File: config.mk
export PLATFORM = sky130hd
export DESIGN_NAME = cache_refill_ctrl
export DESIGN_NICKNAME = d
export VERILOG_FILES = /design/src/rtl/cache_pkg.sv /design/src/rtl/refill_beat_cnt.sv /design/src/rtl/cache_refill_ctrl.sv
export SDC_FILE = /design/constraint.sdc
export NUM_CORES = 1
export LEC_CHECK = 0
export BUFFER_PORTS_ARGS = -buffer_cell sky130_fd_sc_hd__buf_4
export CAP_MARGIN = 20
export CORE_MARGIN = 3
export CORE_UTILIZATION = 50
export DETAILED_ROUTE_END_ITERATION = 10
export PLACE_DENSITY_LB_ADDON = 0.05
export REMOVE_ABC_BUFFERS = 1
export SLEW_MARGIN = 30
export SYNTH_ARGS = -nofsm -noshare
export SYNTH_HDL_FRONTEND = slang
export SYNTH_SLANG_ARGS = --single-unit
export TNS_END_PERCENT = 30
File: constraint.sdc
create_clock -name clk -period 2.51 [get_ports clk]
set_clock_uncertainty 0.2 [all_clocks]
set_input_delay 0.502 -clock clk [delete_from_list [all_inputs] [get_ports clk]]
set_output_delay 0.502 -clock clk [all_outputs]
set_load 0.01 [all_outputs]
File: src/rtl/cache_pkg.sv
// Shared constants, refill FSM state type and address-field helpers for the
// cache refill path. Address layout: {tag, index, word offset, byte offset}.
package cache_pkg;

   localparam int INDEX_WIDTH     = 8;
   localparam int OFFSET_WIDTH    = 4;
   localparam int TAG_WIDTH       = 32 - INDEX_WIDTH - OFFSET_WIDTH;
   localparam int WORD_SEL_WIDTH  = OFFSET_WIDTH - 2;
   localparam int LINE_WORDS      = 1 << WORD_SEL_WIDTH;
   localparam int DATA_ADDR_WIDTH = INDEX_WIDTH + WORD_SEL_WIDTH;

   typedef enum logic [1:0] {
      IDLE,
      REQ,
      RECV,
      TAG
   } refill_state_t;

   function automatic logic [TAG_WIDTH-1:0] addr_tag(input logic [31:0] addr);
      return addr[31 -: TAG_WIDTH];
   endfunction

   function automatic logic [INDEX_WIDTH-1:0] addr_index(input logic [31:0] addr);
      return addr[OFFSET_WIDTH +: INDEX_WIDTH];
   endfunction

   function automatic logic [WORD_SEL_WIDTH-1:0] addr_word(input logic [31:0] addr);
      return addr[2 +: WORD_SEL_WIDTH];
   endfunction

endpackage

File: src/rtl/refill_beat_cnt.sv
// Beat counter for one line refill: cleared when the burst is granted,
// advanced on each accepted beat, with a sticky ret_last/count mismatch flag.
module refill_beat_cnt
   import cache_pkg::*;
(
   input  logic                      clk,
   input  logic                      resetn,
   input  logic                      clr,
   input  logic                      beat,
   input  logic                      last_flag,
   output logic [WORD_SEL_WIDTH-1:0] cnt,
   output logic                      is_last,
   output logic                      err
);

   assign is_last = (cnt == WORD_SEL_WIDTH'(LINE_WORDS - 1));

   // NOTE: sequential state uses non-blocking assignments so every register
   // samples pre-edge values regardless of process evaluation order.
   always_ff @(posedge clk or negedge resetn) begin
      if (!resetn) begin
         cnt <= '0;
         err <= 1'b0;
      end else begin
         if (clr)
            cnt <= '0;
         else if (beat)
            cnt <= cnt + 1'b1;
         // The counter decides where the line ends; ret_last is only cross-checked.
         if (beat && (last_flag != is_last))
            err <= 1'b1;
      end
   end

endmodule

File: src/rtl/cache_refill_ctrl.sv
// Cache miss refill controller: burst-reads a line and installs data then tag.
// Optional critical-word forwarding is enabled by REFILL_CRITICAL_WORD_FWD_EN.
module cache_refill_ctrl
   import cache_pkg::*;
(
   input  logic                       clk,
   input  logic                       resetn,
   input  logic                       miss_valid,
   output logic                       miss_ready,
   input  logic [31:0]                miss_addr,
   output logic                       rd_req,
   input  logic                       rd_rdy,
   output logic [31:0]                rd_addr,
   input  logic                       ret_valid,
   input  logic                       ret_last,
   input  logic [31:0]                ret_data,
   output logic                       data_we,
   output logic [DATA_ADDR_WIDTH-1:0] data_addr,
   output logic [31:0]                data_wdata,
   output logic                       tag_we,
   output logic [INDEX_WIDTH-1:0]     tag_addr,
   output logic [TAG_WIDTH:0]         tag_wdata,
   output logic                       refill_done,
   output logic                       fwd_valid,
   output logic [31:0]                fwd_data,
   output logic                       err
);

   refill_state_t               state, state_nxt;
   logic [TAG_WIDTH-1:0]        tag_q;
   logic [INDEX_WIDTH-1:0]      index_q;
   logic [WORD_SEL_WIDTH-1:0]   cnt;
   logic                        cnt_last;
   logic                        accept, grant, beat, line_end;

   assign accept   = (state == IDLE) && miss_valid;
   assign grant    = (state == REQ) && rd_rdy;
   assign beat     = (state == RECV) && ret_valid;
   assign line_end = beat && cnt_last;

   refill_beat_cnt u_beat_cnt (
      .clk       (clk),
      .resetn    (resetn),
      .clr       (grant),
      .beat      (beat),
      .last_flag (ret_last),
      .cnt       (cnt),
      .is_last   (cnt_last),
      .err       (err)
   );

   always_ff @(posedge clk or negedge resetn) begin
      if (!resetn)
         state <= IDLE;
      else
         state <= state_nxt;
   end

   // NOTE: defaults first so every path assigns every output (no latches).
   always_comb begin
      state_nxt  = state;
      miss_ready = 1'b0;
      rd_req     = 1'b0;
      case (state)
         IDLE: begin
            miss_ready = 1'b1;
            if (miss_valid)
               state_nxt = REQ;
         end
         REQ: begin
            rd_req = 1'b1;
            if (rd_rdy)
               state_nxt = RECV;
         end
         RECV: begin
            if (line_end)
               state_nxt = TAG;
         end
         TAG:     state_nxt = IDLE;
         default: state_nxt = IDLE;
      endcase
   end

   // NOTE: data-path registers are reset as well, because reset values are
   // visible on the ports; the RAMs themselves are never cleared here.
   always_ff @(posedge clk or negedge resetn) begin
      if (!resetn) begin
         tag_q       <= '0;
         index_q     <= '0;
         rd_addr     <= '0;
         data_we     <= 1'b0;
         data_addr   <= '0;
         data_wdata  <= '0;
         tag_we      <= 1'b0;
         tag_addr    <= '0;
         tag_wdata   <= '0;
         refill_done <= 1'b0;
      end else begin
         data_we     <= beat;
         tag_we      <= line_end;
         refill_done <= line_end;
         if (accept) begin
            tag_q   <= addr_tag(miss_addr);
            index_q <= addr_index(miss_addr);
            rd_addr <= {addr_tag(miss_addr), addr_index(miss_addr), {OFFSET_WIDTH{1'b0}}};
         end
         if (beat) begin
            data_wdata <= ret_data;
            data_addr  <= {index_q, cnt};
         end
         // Tag lands on the same edge as the last data word, never earlier.
         if (line_end) begin
            tag_addr  <= index_q;
            tag_wdata <= {1'b1, tag_q};
         end
      end
   end

`ifdef REFILL_CRITICAL_WORD_FWD_EN
   logic [WORD_SEL_WIDTH-1:0] word_q;
   logic                      crit_beat;

   assign crit_beat = beat && (cnt == word_q);

   always_ff @(posedge clk or negedge resetn) begin
      if (!resetn) begin
         word_q    <= '0;
         fwd_valid <= 1'b0;
         fwd_data  <= '0;
      end else begin
         fwd_valid <= crit_beat;
         if (accept)
            word_q <= addr_word(miss_addr);
         if (crit_beat)
            fwd_data <= ret_data;
      end
   end
`else
   assign fwd_valid = 1'b0;
   assign fwd_data  = '0;
`endif

endmodule

==> PnR_summary.wiki <==
{| class="wikitable"
! Metric !! Value
|-
| CTS tree || yes
|-
| Area added between synthesis and finish || 33.2%
|-
| Maximum vdd drop || slightly below 0.0007 V
|-
| Highest fanout seen on the critical path || 36
|-
| Width of the die || roughly 100 um
|-
| Final critical delay including setup and external delays || between 1.5 and 2 ns
|-
| Power density of the placed cells || ~1200 nW/um2
|-
| Leading post-synthesis cells by cell area || sky130_fd_sc_hd__dfrtp_1 60%, sky130_fd_sc_hd__mux2_2 18%, sky130_fd_sc_hd__mux2_4 9.5%
|-
| Met3 track demand over resource in global routing || 0.0612
|-
| Length of the first detailed-routing pass in iterations || 4
|-
| Drt via density || roughly 4.7
|-
| Violations in the final reports || negative hold slack
|-
| Global-route wire length before repair || around 14000 um
|-
| RSZ-0062 raised after global routing || false
|-
| Diodes inserted || 0
|-
| Placed wire-length estimate || around 6500 um
|-
| Cell area after technology mapping || about 4400 um2
|-
| Switching power || 2360 uW
|-
| Fillcell total || about 610
|-
| Number of synthesized register bits || between 100 and 150
|-
| Fmax achieved || around 0.5 GHz
|-
| Initial core utilization || 0.525
|-
| Synthesized instance count || about 280
|-
| Crit path from || state[0]
|-
| Worst relative slew slack || 0.629
|-
| Final number of hold-violating endpoints || 13
|-
| Largest net degree at the start of global routing || 107
|-
| Filler-free cell count of the finished design || about 560
|-
| Library cell contributing the largest single delay on the critical path || sky130_fd_sc_hd__dfrtp_1
|-
| R2R depth || 6
|-
| Warnings from Yosys || 0
|-
| Relative contribution of combinational cells to total power || 0.441
|-
| Number of resized instances in the post-cts repair step || 0
|-
| Sw frac || 0.323
|-
| R2R Path End || data_wdata[18]
|-
| Count of antenna-violating nets left after detailed routing || 0
|-
| Post-CTS setup buffer count || 0
|-
| Detailed-route via count || around 2600
|-
| Slew at the pin closest to its max-slew limit || around 0.56 ns
|-
| Library cell used as clock root buffer || sky130_fd_sc_hd__clkbuf_8
|-
| Met1 track demand over resource || 0.229
|-
| Endpoints failing setup || 0
|-
| Number of CTS-inserted buffers || 9
|-
| Fraction of layout instances using a drive strength above 1 || 0.648
|-
| Top_reg_cell synth || sky130_fd_sc_hd__dfrtp_1
|-
| Area share of the leading cell type in the synthesized netlist || 0.602
|-
| Post-route clock period utilization || 0.788
|-
| Sequential share of power || 0.412
|-
| Maximum single-stage delay on the critical path || roughly 0.41 ns
|-
| Worst setup path category || flop to flop
|-
| Ports placed on the boundary || between 200 and 250
|-
| Wire length per cell || between 15 and 20 um
|-
| Hold slack final || -0.0400 ns
|-
| Most used standard cell by instance count after synthesis || sky130_fd_sc_hd__dfrtp_1
|-
| Die Outline Area || between 9000 and 10000 um2
|-
| Critical path capture point type || flop
|-
| # clock sinks || roughly 110
|-
| Start of the worst register-to-register path || state[0]
|-
| Mean area per synthesized cell || 16.0 um2
|-
| Reg-to-reg slack, setup || approximately 0.53 ns
|-
| H-Tree Level Count || 3
|-
| Placeable Area || about 8400 um2
|-
| Number of port buffers || 170
|-
| Standby leakage power || a little over 0.003 uW
|-
| Met2 Use GR || 0.277
|-
| Hold WC Path Type || input pin to async pin
|-
| CP arrival || around 2 ns
|-
| Proportion of synthesized chip area in sequential cells || 0.602
|-
| GR Util All Layers || 0.176
|-
| CP Buf/Inv Count || 3
|-
| Top Usage Layer GRT || met2
|-
| Cell Rows || 33
|-
| Run status || finished, violations left
|-
| Worst setup path endpoint || data_wdata[18]
|-
| Final weighted congestion in routability-driven placement || ~0.77
|-
| Count of flip-flops with a built-in enable after synthesis || 0
|-
| Commonest cells in the synthesized netlist || 106 x sky130_fd_sc_hd__dfrtp_1, 71 x sky130_fd_sc_hd__mux2_2, 39 x sky130_fd_sc_hd__buf_4
|-
| Post-synth ARST share || 1.00
|-
| Remaining global-route overflow || 0
|-
| Sum of negative setup slack || 0 ns
|-
| Max-slew violation count || 0
|-
| Clock network fraction of total power || 0.147
|-
| Number of distinct standard cells referenced by the synthesized netlist || 21
|-
| Sum of routed wire length over all layers || around 9000 um
|-
| Initial antenna violation count || 0
|-
| DIE HEIGHT || 99.9 um
|-
| Clk_lat worst skew || roughly 0.36 ns
|-
| Kind of launch point of the worst setup path || flop
|-
| Sequential cell area || roughly 2700 um2
|-
| Number of nets in the final layout || 526
|-
| Depth of the critical timing path with buffers and inverters included || 6
|-
| Required time of the critical path || around 2.6 ns
|-
| Footprint of the multi-input gates || 1510 um2
|-
| Cell-internal power || 4940 uW
|-
| CTS max path bufs || 2
|-
| Family of cells with the greatest summed delay on the critical path || buffers and inverters
|-
| Biggest area consumer among synthesized cells || sky130_fd_sc_hd__dfrtp_1
|-
| Number of violations reported at the end of detailed-routing iteration 0 || between 40 and 50
|-
| Number of global-route vias before repair || between 2000 and 3000
|-
| Drt drc || 0
|-
| Max-cap check violation count || 0
|-
| Number of hold-repair buffers added at the cts stage || 0
|-
| Reg clk slew, reported paths || around 0.11 ns
|-
| Crit-path cells || inv_1 -> ha_1 -> nand2_2 -> inv_4 -> buf_4 -> mux2_2
|-
| Placed Cells incl. Taps || ~550
|}
==> worst reg2reg max path: stages (launching register included) <==
cell and delay, ns:
sky130_fd_sc_hd__dfrtp_1 0.41, sky130_fd_sc_hd__inv_1 0.09, sky130_fd_sc_hd__ha_1 0.22, sky130_fd_sc_hd__nand2_2 0.10, sky130_fd_sc_hd__inv_4 0.06, sky130_fd_sc_hd__buf_4 0.38, sky130_fd_sc_hd__mux2_2 0.41
==> sequential cells by signal, indices dropped and copies added (netlist names), 2 cells and up <==
signal and cells:
state 2, u_beat_cnt.cnt 2, tag_q 20, tag_wdata 21, index_q 7, tag_addr 8, data_wdata 32, data_addr 10
==> power by group through the flow <==
| stage | sequential, uW | clock [uW] | combinational, uW |
|---|---|---|---|
| after floorplan | 3360 | 0 | 1250 |
| after global placement | 3010 | 0 | 3210 |
| after detailed placement | 3050 | 0 | 3280 |
| after CTS | 3020 | 1100 | 3280 |
| after global routing | 3140 | 1160 | 3470 |
| final | 3010 | 1070 | 3220 |
==> stage by stage <==
stage / hold slack, ns / setup WS (ns) / cell area, um2 / util / power, uW
floorplan: 0.00641 / 0.0729 / 4190 / - / 4610
global placement: 0.244 / 0.587 / 5670 / 0.676 / 6230
detailed placement: 0.253 / 0.542 / 5670 / 0.676 / 6330
CTS: 0.00937 / 0.511 / 5870 / 0.700 / 7400
global route: 0.0297 / 0.423 / 5870 / 0.700 / 7760
finish: -0.0400 / 0.532 / 5870 / 0.700 / 7300
==> cells by family after synthesis <==
family / after synthesis / share of synthesized area
buffers and inverters: 52 / 0.0847
adder cells (fa/ha/maj): 4 / 0.0114
AO/OA/AOI/OAI: 5 / 0.00966
AND/OR/NAND/NOR: 6 / 0.00796
flip-flops: 106 / 0.602
multiplexers: 100 / 0.279
XOR/XNOR: 2 / 0.00398
other: 1 / 0.000851
==> routing by layer <==
layer / vias to the layer above / part of all wire
met5: - / 0
met4: 0 / 0.013
met3: 11 / 0.11
met2: 134 / 0.47
met1: 1269 / 0.40
li1: 1221 / -
==> cell usage in the layout, fill, tap and decap left out, types with 2 or more instances in the layout <==
cell type                  count
sky130_fd_sc_hd__inv_1         4
sky130_fd_sc_hd__clkinv_4      2
sky130_fd_sc_hd__ha_1          4
sky130_fd_sc_hd__conb_1       37
sky130_fd_sc_hd__mux2_4       28
sky130_fd_sc_hd__a21oi_1       2
sky130_fd_sc_hd__buf_4       174
sky130_fd_sc_hd__nand2_2       3
sky130_fd_sc_hd__mux2_2       71
sky130_fd_sc_hd__clkbuf_8      9
sky130_fd_sc_hd__dfrtp_1     106
sky130_fd_sc_hd__inv_6         2
sky130_fd_sc_hd__buf_12        2
==> worst min path at each step <==
stage                   start              to  slack (ns)  cells after the start
2_1_floorplan          resetn    data_addr[0]       0.006                      0
3_3_place_gp   u_beat_cnt.err  u_beat_cnt.err        0.24                      1
3_5_place_dp   u_beat_cnt.err  u_beat_cnt.err        0.25                      1
4_1_cts                resetn  data_wdata[11]       0.009                      2
5_1_grt                resetn  data_wdata[11]        0.03                      2
6_report               resetn  data_wdata[11]       -0.04                      2
==> cell type report <==
cell class / instances / area share
multi-input cells: 154 / 0.258
well taps: 105 / 0.0224
clock inverters: 7 / 0.0132
flip-flops and latches: 106 / 0.452
repair buffers: 176 / 0.229
clock buffers: 9 / 0.0211
inverters: 5 / 0.00363
No activity file was read; power rests on OpenSTA's default activity.
